--- config.mk ---
export PLATFORM = sky130hd
export DESIGN_NAME = fp_issue_unit_flat
export DESIGN_NICKNAME = d
export VERILOG_FILES = /design/src/rtl/fp_issue_unit_if.sv /design/src/rtl/fp_issue_unit.sv /design/src/flat_wrapper.sv
export SDC_FILE = /design/constraint.sdc
export NUM_CORES = 1
export LEC_CHECK = 0
export CORE_MARGIN = 1
export CORE_UTILIZATION = 40
export CTS_CLUSTER_SIZE = 8
export DETAILED_ROUTE_END_ITERATION = 10
export PLACE_DENSITY = 0.88
export SLEW_MARGIN = 10
export SYNTH_ARGS = -nofsm -noshare
export SYNTH_HDL_FRONTEND = slang
export SYNTH_SLANG_ARGS = --single-unit
--- constraint.sdc ---
create_clock -name clk -period 2.4 [get_ports clk]
set_input_delay 0.48 -clock clk [delete_from_list [all_inputs] [get_ports clk]]
set_output_delay 0.48 -clock clk [all_outputs]
set_load 0.005 [all_outputs]
--- src/rtl/fp_issue_unit_if.sv ---
// Issue and writeback handshake bundle between the integer pipeline and the FP issue unit.
interface fp_issue_unit_if #(
    parameter int DATA_WIDTH = 16,
    parameter int REG_ADDR   = 4
);
    logic                  issue_valid_i;
    logic                  issue_ready_o;
    logic                  issue_op_i;
    logic [2:0]            issue_rnd_i;
    logic [DATA_WIDTH-1:0] issue_a_i;
    logic [DATA_WIDTH-1:0] issue_b_i;
    logic [REG_ADDR-1:0]   issue_rd_i;
    logic                  wb_valid_o;
    logic [REG_ADDR-1:0]   wb_rd_o;
    logic [DATA_WIDTH-1:0] wb_data_o;
    logic                  wb_ready_i;

    modport slave (
        input  issue_valid_i, issue_op_i, issue_rnd_i, issue_a_i, issue_b_i, issue_rd_i,
        input  wb_ready_i,
        output issue_ready_o, wb_valid_o, wb_rd_o, wb_data_o
    );

    modport master (
        output issue_valid_i, issue_op_i, issue_rnd_i, issue_a_i, issue_b_i, issue_rd_i,
        output wb_ready_i,
        input  issue_ready_o, wb_valid_o, wb_rd_o, wb_data_o
    );
endinterface

--- src/rtl/fp_issue_unit.sv ---
// Single-outstanding FP issue unit: hands one operation to a fixed-latency coprocessor,
// waits out its pipeline, writes the result back and accumulates sticky status.
module fp_issue_unit #(
    parameter int DATA_WIDTH = 16,
    parameter int STATUS_BIT = 8,
    parameter int LATENCY    = 1,
    parameter int REG_ADDR   = 4
) (
    input  logic                  clk,
    input  logic                  rst,
    fp_issue_unit_if.slave        bus,
    output logic [DATA_WIDTH-1:0] cop_a_o,
    output logic [DATA_WIDTH-1:0] cop_b_o,
    output logic                  cop_op_o,
    output logic [2:0]            cop_rnd_o,
    input  logic [DATA_WIDTH-1:0] cop_data_i,
    input  logic [STATUS_BIT-1:0] cop_status_i,
    output logic [STATUS_BIT-1:0] fsr_o,
    input  logic                  fsr_clr_i,
    input  logic [STATUS_BIT-1:0] exc_mask_i,
    output logic                  exc_o,
    output logic                  busy_o
);

    typedef enum logic [1:0] {IDLE, WAIT, WB} state_t;

    localparam logic [2:0] LAT = 3'(LATENCY);

    state_t                state_q, state_d;
    logic [2:0]            waitCnt_q, waitCnt_d;
    logic [DATA_WIDTH-1:0] copA_q, copA_d;
    logic [DATA_WIDTH-1:0] copB_q, copB_d;
    logic                  copOp_q, copOp_d;
    logic [2:0]            copRnd_q, copRnd_d;
    logic [REG_ADDR-1:0]   rd_q, rd_d;
    logic [DATA_WIDTH-1:0] wbData_q, wbData_d;
    logic                  wbValid_q, wbValid_d;
    logic [STATUS_BIT-1:0] fsr_q, fsr_d;
    logic                  exc_q, exc_d;
    logic                  issueReady;
    logic                  capture;
    logic [STATUS_BIT-1:0] fsrBase;

    // Readiness is held off while reset is asserted so nothing is offered mid-reset.
    assign issueReady = rst && (state_q == IDLE);

    always_comb begin
        state_d   = state_q;
        waitCnt_d = waitCnt_q;
        copA_d    = copA_q;
        copB_d    = copB_q;
        copOp_d   = copOp_q;
        copRnd_d  = copRnd_q;
        rd_d      = rd_q;
        wbData_d  = wbData_q;
        wbValid_d = wbValid_q;
        capture   = 1'b0;

        case (state_q)
            IDLE: begin
                if (bus.issue_valid_i && issueReady) begin
                    copA_d    = bus.issue_a_i;
                    copB_d    = bus.issue_b_i;
                    copOp_d   = bus.issue_op_i;
                    copRnd_d  = bus.issue_rnd_i;
                    rd_d      = bus.issue_rd_i;
                    waitCnt_d = LAT;
                    state_d   = WAIT;
                end
            end
            WAIT: begin
                if (waitCnt_q == 3'd0) begin
                    capture   = 1'b1;
                    wbData_d  = cop_data_i;
                    wbValid_d = 1'b1;
                    state_d   = WB;
                end else begin
                    waitCnt_d = waitCnt_q - 3'd1;
                end
            end
            WB: begin
                if (bus.wb_ready_i) begin
                    wbValid_d = 1'b0;
                    state_d   = IDLE;
                end
            end
            default: state_d = IDLE;
        endcase

        // Clear takes effect before the capture OR so a coincident clear keeps only new flags.
        fsrBase = fsr_clr_i ? '0 : fsr_q;
        fsr_d   = capture ? (fsrBase | cop_status_i) : fsrBase;
        exc_d   = capture && ((cop_status_i & exc_mask_i) != '0);
    end

    always_ff @(posedge clk or negedge rst) begin
        if (!rst) begin
            state_q   <= IDLE;
            waitCnt_q <= 3'd0;
            copA_q    <= '0;
            copB_q    <= '0;
            copOp_q   <= 1'b0;
            copRnd_q  <= 3'd0;
            rd_q      <= '0;
            wbData_q  <= '0;
            wbValid_q <= 1'b0;
            fsr_q     <= '0;
            exc_q     <= 1'b0;
        end else begin
            state_q   <= state_d;
            waitCnt_q <= waitCnt_d;
            copA_q    <= copA_d;
            copB_q    <= copB_d;
            copOp_q   <= copOp_d;
            copRnd_q  <= copRnd_d;
            rd_q      <= rd_d;
            wbData_q  <= wbData_d;
            wbValid_q <= wbValid_d;
            fsr_q     <= fsr_d;
            exc_q     <= exc_d;
        end
    end

    assign bus.issue_ready_o = issueReady;
    assign bus.wb_valid_o    = wbValid_q;
    assign bus.wb_rd_o       = rd_q;
    assign bus.wb_data_o     = wbData_q;
    assign cop_a_o           = copA_q;
    assign cop_b_o           = copB_q;
    assign cop_op_o          = copOp_q;
    assign cop_rnd_o         = copRnd_q;
    assign fsr_o             = fsr_q;
    assign exc_o             = exc_q;
    assign busy_o            = (state_q != IDLE);

endmodule

--- src/flat_wrapper.sv ---
// flat-port wrapper written by rule: the top's interface ports become plain ports
module fp_issue_unit_flat 
#(
    parameter int DATA_WIDTH = 16,
    parameter int STATUS_BIT = 8,
    parameter int LATENCY    = 1,
    parameter int REG_ADDR   = 4
)
  (clk, rst, cop_a_o, cop_b_o, cop_op_o, cop_rnd_o, cop_data_i, cop_status_i, fsr_o, fsr_clr_i, exc_mask_i, exc_o, busy_o, bus_issue_valid_i, bus_issue_op_i, bus_issue_rnd_i, bus_issue_a_i, bus_issue_b_i, bus_issue_rd_i, bus_wb_ready_i, bus_issue_ready_o, bus_wb_valid_o, bus_wb_rd_o, bus_wb_data_o);
  fp_issue_unit_if #(.DATA_WIDTH(DATA_WIDTH), .REG_ADDR(REG_ADDR)) bus_i ();
  input  logic clk;
  input  logic rst;
  output logic [DATA_WIDTH-1:0] cop_a_o;
  output logic [DATA_WIDTH-1:0] cop_b_o;
  output logic cop_op_o;
  output logic [2:0] cop_rnd_o;
  input  logic [DATA_WIDTH-1:0] cop_data_i;
  input  logic [STATUS_BIT-1:0] cop_status_i;
  output logic [STATUS_BIT-1:0] fsr_o;
  input  logic fsr_clr_i;
  input  logic [STATUS_BIT-1:0] exc_mask_i;
  output logic exc_o;
  output logic busy_o;
  input wire logic [$bits(bus_i.issue_valid_i)-1:0] bus_issue_valid_i;
  input wire logic [$bits(bus_i.issue_op_i)-1:0] bus_issue_op_i;
  input wire logic [$bits(bus_i.issue_rnd_i)-1:0] bus_issue_rnd_i;
  input wire logic [$bits(bus_i.issue_a_i)-1:0] bus_issue_a_i;
  input wire logic [$bits(bus_i.issue_b_i)-1:0] bus_issue_b_i;
  input wire logic [$bits(bus_i.issue_rd_i)-1:0] bus_issue_rd_i;
  input wire logic [$bits(bus_i.wb_ready_i)-1:0] bus_wb_ready_i;
  output wire logic [$bits(bus_i.issue_ready_o)-1:0] bus_issue_ready_o;
  output wire logic [$bits(bus_i.wb_valid_o)-1:0] bus_wb_valid_o;
  output wire logic [$bits(bus_i.wb_rd_o)-1:0] bus_wb_rd_o;
  output wire logic [$bits(bus_i.wb_data_o)-1:0] bus_wb_data_o;
  assign bus_i.issue_valid_i = bus_issue_valid_i;
  assign bus_i.issue_op_i = bus_issue_op_i;
  assign bus_i.issue_rnd_i = bus_issue_rnd_i;
  assign bus_i.issue_a_i = bus_issue_a_i;
  assign bus_i.issue_b_i = bus_issue_b_i;
  assign bus_i.issue_rd_i = bus_issue_rd_i;
  assign bus_i.wb_ready_i = bus_wb_ready_i;
  assign bus_issue_ready_o = bus_i.issue_ready_o;
  assign bus_wb_valid_o = bus_i.wb_valid_o;
  assign bus_wb_rd_o = bus_i.wb_rd_o;
  assign bus_wb_data_o = bus_i.wb_data_o;
  fp_issue_unit #(.DATA_WIDTH(DATA_WIDTH), .STATUS_BIT(STATUS_BIT), .LATENCY(LATENCY), .REG_ADDR(REG_ADDR)) u_core (.clk(clk), .rst(rst), .bus(bus_i), .cop_a_o(cop_a_o), .cop_b_o(cop_b_o), .cop_op_o(cop_op_o), .cop_rnd_o(cop_rnd_o), .cop_data_i(cop_data_i), .cop_status_i(cop_status_i), .fsr_o(fsr_o), .fsr_clr_i(fsr_clr_i), .exc_mask_i(exc_mask_i), .exc_o(exc_o), .busy_o(busy_o));
endmodule
Word-level counts from Yosys, hierarchy flattened:

Index checks and enable logic that the tools add are counted.

* flip-flop bits (word level): 71
* bits in latches: 0
* memory bits (writable): 0
* memory bits (read-only): 0
* bits of input ports: 77
* word-level logic and storage cells: 48
* memories kept: 0

* $add $sub $neg: 1
* multipliers: 0
* div/mod/pow operators: 0
* order comparisons: 0
* equality and inequality tests: 6
* shifts and indexed selects: 0
* mux-type cells: 14
* bitwise logic cells: 2
* reduce and logical (&&, ||, !) cells: 14

Operators by type and width (count)
* two-way mux 8 bit: 2
* AND reduction 3 bit: 3
* AND 8 bit: 1
* OR 8 bit: 1
* nonzero test 8 bit: 1
* two-way mux 2 bit: 3
* two-way mux 3 bit: 2
* inequality test 2 bit, second input constant: 3
* case mux 2 bit (3 select lines): 1
* case mux 3 bit (2 select lines): 1
* nonzero test 2 bit: 3
* two-way mux 1 bit: 4
* AND reduction 2 bit: 2
* logical AND 1 bit: 3
* zero test 3 bit: 1
* subtractor 3 x 1 -> 3 bit, second input constant: 1
* equality test 2 x 1 -> 1 bit, second input constant: 1
* equality test 2 bit, second input constant: 1
* zero test 2 bit: 1
* inequality test 2 x 1 -> 1 bit, second input constant: 1
* case mux 1 bit (2 select lines): 1

Depth between registers and ports, before layout:

Gate-level depths: netlist of the first run.

* depth in word-level cells: 5
* gate-level depth with buffers: 7

Worst setup path before layout of the first run:

Ideal clock, no wire load.

* path type: reg2reg
* from: register u_core.waitCnt_q[0]
* to: register u_core.wbData_q[10], in the netlist u_core.bus.wb_data_o[10]
* arrival: 1.540 ns
* data required time: 2.275 ns
* setup slack: 0.735 ns
* cell stages (with the launch flop): 8
* period minus slack after synthesis: 1.665 ns
* cell sequence: dfrtp_1 > inv_1 > ha_1 > ha_1 > nand2_1 > nor2_2 > buf_4 > mux2_2

* word-level cells in the longest chain between the ends: 2

RTL lines
* start: declaration: RTL line fp_issue_unit.sv:30 `logic [2:0] waitCnt_q, waitCnt_d;`
* start signal: assignment: RTL line fp_issue_unit.sv:111 `waitCnt_q <= waitCnt_d;`
* zero test 3 bit: RTL line fp_issue_unit.sv:72 `if (waitCnt_q == 3'd0) begin`
* AND reduction 2 bit (no line)
* end signal: assignment: RTL line fp_issue_unit.sv:117 `wbData_q <= wbData_d;`
* end: declaration: RTL line fp_issue_unit.sv:36 `logic [DATA_WIDTH-1:0] wbData_q, wbData_d;`

Every way passes these cells.
A chain may end at the register's enable or synchronous reset.

Worst setup path after layout of the first run:

* from: register u_core.state_q[1]
* to: output port bus_issue_ready_o

* word-level cells in the longest chain between the ends: 2

RTL lines
* start: declaration: RTL line fp_issue_unit.sv:29 `state_t state_q, state_d;`
* start signal: assignment: RTL line fp_issue_unit.sv:110 `state_q <= state_d;`
* zero test 2 bit: RTL line fp_issue_unit.sv:45 `assign issueReady = rst && (state_q == IDLE);`
* logical AND 1 bit: RTL line fp_issue_unit.sv:45
* end: declaration: RTL line flat_wrapper.sv:31 `output wire logic [$bits(bus_i.issue_ready_o)-1:0] bus_issue_ready_o;`

Every way passes these cells.

==> out/results.tsv, run 1 <==
stage	metric	value	unit
run_status	status	completed	
synthesis	netlist.top_cell.by_area	dfrtp_1	
floorplan	fp-row-count	30	
global_routing	grt.overflow.total	0	
clocking	cts_hold_buf	0	
flow_run	cap_violations	0	
synthesis	synth_most_common_cell	dfrtp_1	
synthesis	synth_top_cells_by_count	71 x dfrtp_1, 38 x mux2_4, 18 x mux2_2	
clocking	cts_sinks	71	
timing	period_share	0.9174	
clocking	clock_latency	330	ps
synthesis	ys_ff_latch	71	
detailed_routing	wire_per_inst	15.37	um
layout	fillers	526	
critical_path	cp_max_fo	8	
synthesis	syn-num-nets	254	
synthesis	yosysWarnings	0	
clocking	cts_root_buf	clkbuf_8	
synthesis	netlist_area	2938	um^2
detailed_routing	post_drt_via_cell_ratio	4.691	
layout	area_growth_syn_to_layout	57.37	%
place	place_congestion	0.7533	
detailed_routing	first_iter_violations	49	
global_routing	grt_usage	0.1802	
clocking	postCtsSetupBuffers	0	
synthesis	ys.flop_type	dfrtp_1	
global_routing	grt_pass1_wl	10450	um
detailed_routing	drc_errors	0	
synthesis	synth.distinct_cells	24	
synthesis	netlist_instances	175	
floorplan	die_area	7691	um^2
floorplan	fp.dieH	87.70	um
timing	worstMarginPinSlew	517.4	ps
synthesis	async_flop_share	1.000	
place	port_buffers	144	
power_and_ir_drop	p_leak	2.016	nW
critical_path	end_kind	output pin	
power_and_ir_drop	pwr_density_cell	1172	nW/um^2
timing	setup_violations	0	
critical_path	r2r_end	u_core.bus.wb_data_o[9]	
clocking	clkTransAtPathRegs	70	ps
layout	drive_above_1_share	0.2515	
critical_path	cp.arrival	1720	ps
detailed_routing	wl	6610	um
detailed_routing	dr.pass1.iters	4	
clocking	cts_buffers	9	
floorplan	core_area	6944	um^2
layout	final_cells	430	
critical_path	reg2reg_slack	640	ps
synthesis	synth.top_cell.area_share	0.6048	
floorplan	die_w	87.70	um
timing	fin_skew	7.782	ps
timing	slew_viol_final	0	
critical_path	r2r-start	u_core.waitCnt_q[0]	
place	dp_hpwl	4847	um
layout	fin_nets	408	
synthesis	post_synth.cell_area_avg	16.79	um^2
floorplan	start_util	0.4231	
critical_path	crit_required	1920	ps
hold_path	hold_path.class	input pin to asynchronous set/reset pin	
timing	layout_min_cycle_time	2202	ps
clocking	cts_buffer_depth	2	
timing	max_freq	454.2	MHz
floorplan	io_pins	145	
timing	finalHoldViolCount	0	
synthesis	synth_edf_count	0	
detailed_routing	drt.antenna.violating_nets	0	
place	numPlacedInstances	414	
layout	diodes	0	
critical_path	reg2reg_depth	7	
global_routing	antenna_found_initial	0	
clocking	cts_tree	done	
critical_path	crit_path_start_kind	flop	
critical_path	crit_type	flop to output pin	
detailed_routing	vias	2017	
timing	max-slew-margin-rel	0.6543	
synthesis	synth_area_leaders	dfrtp_1 60%, mux2_4 19%, mux2_2 6.9%, buf_12 2.7%, a22o_1 2.7%	
timing	tns	0	ps
clocking	ctsResizeCount	0	
timing	grt_setup_unrepaired	false	
global_routing	grt_pass1_vias	2125	
global_routing	grt_max_degree	43	
power_and_ir_drop	ir_worst_vdd	0.9009	mV
clocking	htreeDepth	3	
synthesis	ys_seq_area_frac	0.6048	
logic make-up after synthesis:
logic type | after synthesis | share of synthesized area
buf+inv | 14 | 0.04515
fa+ha+maj | 2 | 0.008517
mux | 56 | 0.2632
flops | 71 | 0.6048
compound gates | 20 | 0.05153
simple gates | 12 | 0.02683
power breakdown:
group	total, mW	leakage (nW)	internal, mW	switching, mW
sequential	2.11	0.859	1.77	0.343
combinational	2.47	1.06	1.78	0.691
clock	0.833	0.0959	0.425	0.408
total	5.42	2.02	3.98	1.44
worst max-delay path by stage:
stage | from | slack (ps) | depth (start not counted) | endpoint
after floorplan | u_core.waitCnt_q[0] | 730 | 7 | u_core.bus.wb_data_o[10]
after global placement | bus_issue_valid_i | 400 | 4 | u_core.cop_b_o[1]
after detailed placement | bus_issue_valid_i | 350 | 4 | u_core.cop_b_o[2]
after CTS | u_core.state_q[1] | 170 | 3 | bus_issue_ready_o
after global routing | u_core.state_q[1] | 100 | 3 | bus_issue_ready_o
final | u_core.state_q[1] | 200 | 3 | bus_issue_ready_o
final cells by class:
class,instances,area (um^2),share of cell area
Multi-Input combinational cell,90,1028,0.2225
Tap cell,96,120.1,0.02598
Timing Repair Buffer,150,1496,0.3237
Clock inverter,4,20.02,0.004330
Sequential cell,71,1777,0.3843
Clock buffer,12,155.1,0.03356
Inverter,7,26.28,0.005683
state kept, by name, indices dropped and copies added, names as in the netlist:
register and count:
u_core.bus.wb_data_o 16, u_core.bus.wb_valid_o 1, u_core.waitCnt_q 3, u_core.state_q 2, u_core.bus.wb_rd_o 4, u_core.cop_rnd_o 3
u_core.cop_a_o 16, u_core.cop_b_o 16, u_core.cop_op_o 1, u_core.fsr_o 8, u_core.exc_o 1
routing by layer:
metal	track usage	up-vias	wire (um)
met3	0.04713	11	468
met5	0	-	0
met2	0.2967	94	3273
met4	0.07452	0	89
li1	-	932	-
met1	0.2260	980	2779
cell usage in the layout, fill, tap and decap left out:
cell / synthesis / final
buf_12: 4 / 1
inv_1: 7 / 7
o2bb2ai_1: 2 / 2
or2_2: 2 / 2
dfrtp_1: 71 / 71
nor3b_1: 1 / 1
clkinv_2: 0 / 4
nand2_1: 2 / 2
a31oi_1: 1 / 1
nor2_1: 2 / 2
nor3_1: 1 / 1
mux2_2: 18 / 18
a22oi_1: 2 / 2
nor2_4: 1 / 1
mux2_4: 38 / 38
nor2_2: 1 / 1
o21ai_0: 3 / 3
clkdlybuf4s50_1: 0 / 143
clkbuf_8: 0 / 11
clkbuf_1: 0 / 1
or2b_2: 1 / 1
and4bb_2: 0 / 1
a22o_1: 9 / 9
ha_1: 2 / 2
a221oi_1: 1 / 1
buf_4: 2 / 6
a21oi_1: 2 / 2
through the flow:
stage,util,power [mW],hold WS (ps),area [um^2],setup WS (ps)
after floorplan,-,3.211,184.4,2938,734.9
after global placement,0.6405,4.528,461.3,4448,401.0
after detailed placement,0.6405,4.626,476.9,4448,346.3
after CTS,0.6658,5.495,207.1,4623,168.1
after global routing,0.6658,5.760,235.1,4623,99.43
final,0.6658,5.419,198.3,4623,198.3
worst max-delay path, stage by stage (launching register included):
cell and delay, ps:
dfrtp_1 460, or2_2 340, nor2_1 90, clkdlybuf4s50_1 500
No activity file was read; power rests on OpenSTA's default activity.
==> run 2, diff against run 1 <==
--- a/config.mk
+++ b/config.mk
@@ -5,10 +5,12 @@
 export SDC_FILE = /design/constraint.sdc
 export NUM_CORES = 1
 export LEC_CHECK = 0
+export CORE_ASPECT_RATIO = 1.2
 export CORE_MARGIN = 1
 export CORE_UTILIZATION = 40
 export CTS_CLUSTER_SIZE = 8
 export DETAILED_ROUTE_END_ITERATION = 10
+export GPL_ROUTABILITY_DRIVEN = 0
 export PLACE_DENSITY = 0.88
 export SLEW_MARGIN = 10
 export SYNTH_ARGS = -nofsm -noshare
==> run 2 against run 1 <==
Effect of this change:
- combinational power about the same
- worst hold slack lost 190 ps
- cell area is 0.78% higher
- clock-buffer cell count down 2
- critical path depth stayed put
- die area about the same
- global-route usage rose by 0.34 points
- largest cell class unchanged
==> out/results.tsv, run 2 (synthesis results as in run 1) <==
stage	metric	value	unit	change
timing	grt_setup_unrepaired	false		unchanged
detailed_routing	drt.antenna.violating_nets	0		unchanged
clocking	ctsResizeCount	0		unchanged
place	port_buffers	144		unchanged
detailed_routing	drc_errors	0		unchanged
clocking	cts_tree	done		unchanged
timing	tns	0	ps	unchanged
layout	final_cells	421		was 430
floorplan	fp.dieH	95.88	um	was 87.70 um
clocking	cts_buffer_depth	2		unchanged
detailed_routing	vias	2029		was 2,017
layout	final_common_cell	clkdlybuf4s50_1		unchanged
floorplan	io_pins	145		unchanged
detailed_routing	post_drt_via_cell_ratio	4.819		was 4.691
clocking	cts_sinks	71		unchanged
layout	diodes	0		unchanged
floorplan	fp-row-count	33		was 30
place	numPlacedInstances	405		was 414
timing	max-slew-margin-rel	0.4868		was 0.6543
detailed_routing	first_iter_violations	45		was 49
layout	area_growth_syn_to_layout	58.60	%	was 57.37%
flow_run	cap_violations	0		unchanged
timing	max_freq	453.5	MHz	was 454.2 MHz
global_routing	grt_pass1_vias	2083		was 2,125
floorplan	die_area	7693	um^2	was 7691 um^2
critical_path	cp_top_family	buffers and inverters		unchanged
critical_path	crit_type	flop to output pin		unchanged
critical_path	cp.arrival	1730	ps	was 1720 ps
detailed_routing	wl	6925	um	was 6610 um
timing	setup_violations	0		unchanged
global_routing	grt_usage	0.1836		was 0.1802
critical_path	crit_required	1920	ps	about the same
detailed_routing	dr.pass1.iters	4		unchanged
timing	period_share	0.9188		was 0.9174
global_routing	grt_pass1_wl	10430	um	was 10,450 um
clocking	cts_root_buf	clkbuf_8		unchanged
clocking	postCtsSetupBuffers	0		unchanged
layout	seq_area	1777	um^2	unchanged
place	dp_hpwl	5184	um	was 4847 um
clocking	clock_latency	330	ps	about the same
critical_path	crit_chain	or2_2 -> nor2_1 -> clkdlybuf4s50_1		unchanged
power_and_ir_drop	pwr_density_cell	1215	nW/um^2	was 1172 nW/um^2
clocking	htreeDepth	3		unchanged
critical_path	slowest_delay	500	ps	about the same
layout	layout_common_cells	143 x clkdlybuf4s50_1, 71 x dfrtp_1, 38 x mux2_4		unchanged
clocking	clkTransAtPathRegs	80	ps	was 70 ps
layout	fin_nets	408		unchanged
layout	multi_input_comb_area	1032	um^2	was 1028 um^2
timing	worstMarginPinSlew	769.8	ps	was 517.4 ps
clocking	cts_hold_buf	0		unchanged
floorplan	core_area	6978	um^2	was 6944 um^2
run_status	status	completed		unchanged
global_routing	grt_max_degree	64		was 43
power_and_ir_drop	p_leak	2.036	nW	was 2.016 nW
clocking	cts_buffers	9		unchanged
critical_path	crit_path_start_kind	flop		unchanged
critical_path	slowest_stage	clkdlybuf4s50_1		unchanged
global_routing	grt.overflow.total	0		unchanged
timing	finalHoldViolCount	0		unchanged
layout	fillers	517		was 526
timing	fin_skew	10.98	ps	was 7.782 ps
critical_path	crit_buf_inv	1		unchanged
hold_path	hold_path.class	input pin to asynchronous set/reset pin		unchanged
timing	layout_min_cycle_time	2205	ps	was 2202 ps
floorplan	start_util	0.4210		was 0.4231
critical_path	cp_max_fo	8		unchanged
floorplan	die_w	80.24	um	was 87.70 um
detailed_routing	wire_per_inst	16.45	um	was 15.37 um
layout	drive_above_1_share	0.2545		was 0.2515
global_routing	antenna_found_initial	0		unchanged
timing	slew_viol_final	0		unchanged
power_and_ir_drop	ir_worst_vdd	0.6781	mV	was 0.9009 mV
critical_path	end_kind	output pin		unchanged
-- run 2: metrics by stage --
stage | utilization | hold slack, ps | setup slack (ps) | cell area, um^2 | power, mW
floorplan | - | 184.4 | 734.9 | 2938 | 3.211
global placement | 0.6360 | 374.9 | 353.2 | 4438 | 4.534
detailed placement | 0.6360 | 366.1 | 318.6 | 4438 | 4.656
CTS | 0.6677 | 3.128 | 168.4 | 4659 | 5.739
global route | 0.6677 | 4.995 | 135.3 | 4659 | 5.992
finish | 0.6677 | 9.829 | 194.8 | 4659 | 5.660
-- run 2: final timing paths --
check | slack [ps] | from | cells past startpoint | to
setup / recovery | 190 | u_core.state_q[1] | 3 | bus_issue_ready_o
hold / removal | 10 | rst | 1 | u_core.bus.wb_data_o[0]
setup reg to reg | 620 | u_core.waitCnt_q[0] | 7 | u_core.bus.wb_data_o[12]
hold reg to reg | 500 | u_core.waitCnt_q[1] | 1 | u_core.waitCnt_q[1]
max in group asynchronous | 1340 | rst | 2 | u_core.cop_b_o[9]
min in group clk | 500 | u_core.waitCnt_q[1] | 1 | u_core.waitCnt_q[1]
-- run 2: final cells by class --
| type | instances | share of cell area |
|---|---|---|
| sequential | 71 | 0.3813 |
| tap | 87 | 0.02336 |
| clock buffer | 10 | 0.02954 |
| timing repair buffer | 150 | 0.3206 |
| inverter | 7 | 0.005639 |
| clock inverter | 6 | 0.01799 |
| multi-input combinational | 90 | 0.2215 |
-- run 2: power by group --
part	internal, mW	switching, mW
clock	0.610	0.438
sequential	1.77	0.347
combinational	1.79	0.710
-- run 2: routing by layer --
layer | global-route usage | up-vias | routed length [um]
met3 | 0.04739 | 9 | 441
met2 | 0.3226 | 83 | 3567
met1 | 0.2195 | 1006 | 2840
met5 | 0 | - | 0
met4 | 0.05804 | 0 | 76
li1 | - | 931 | -
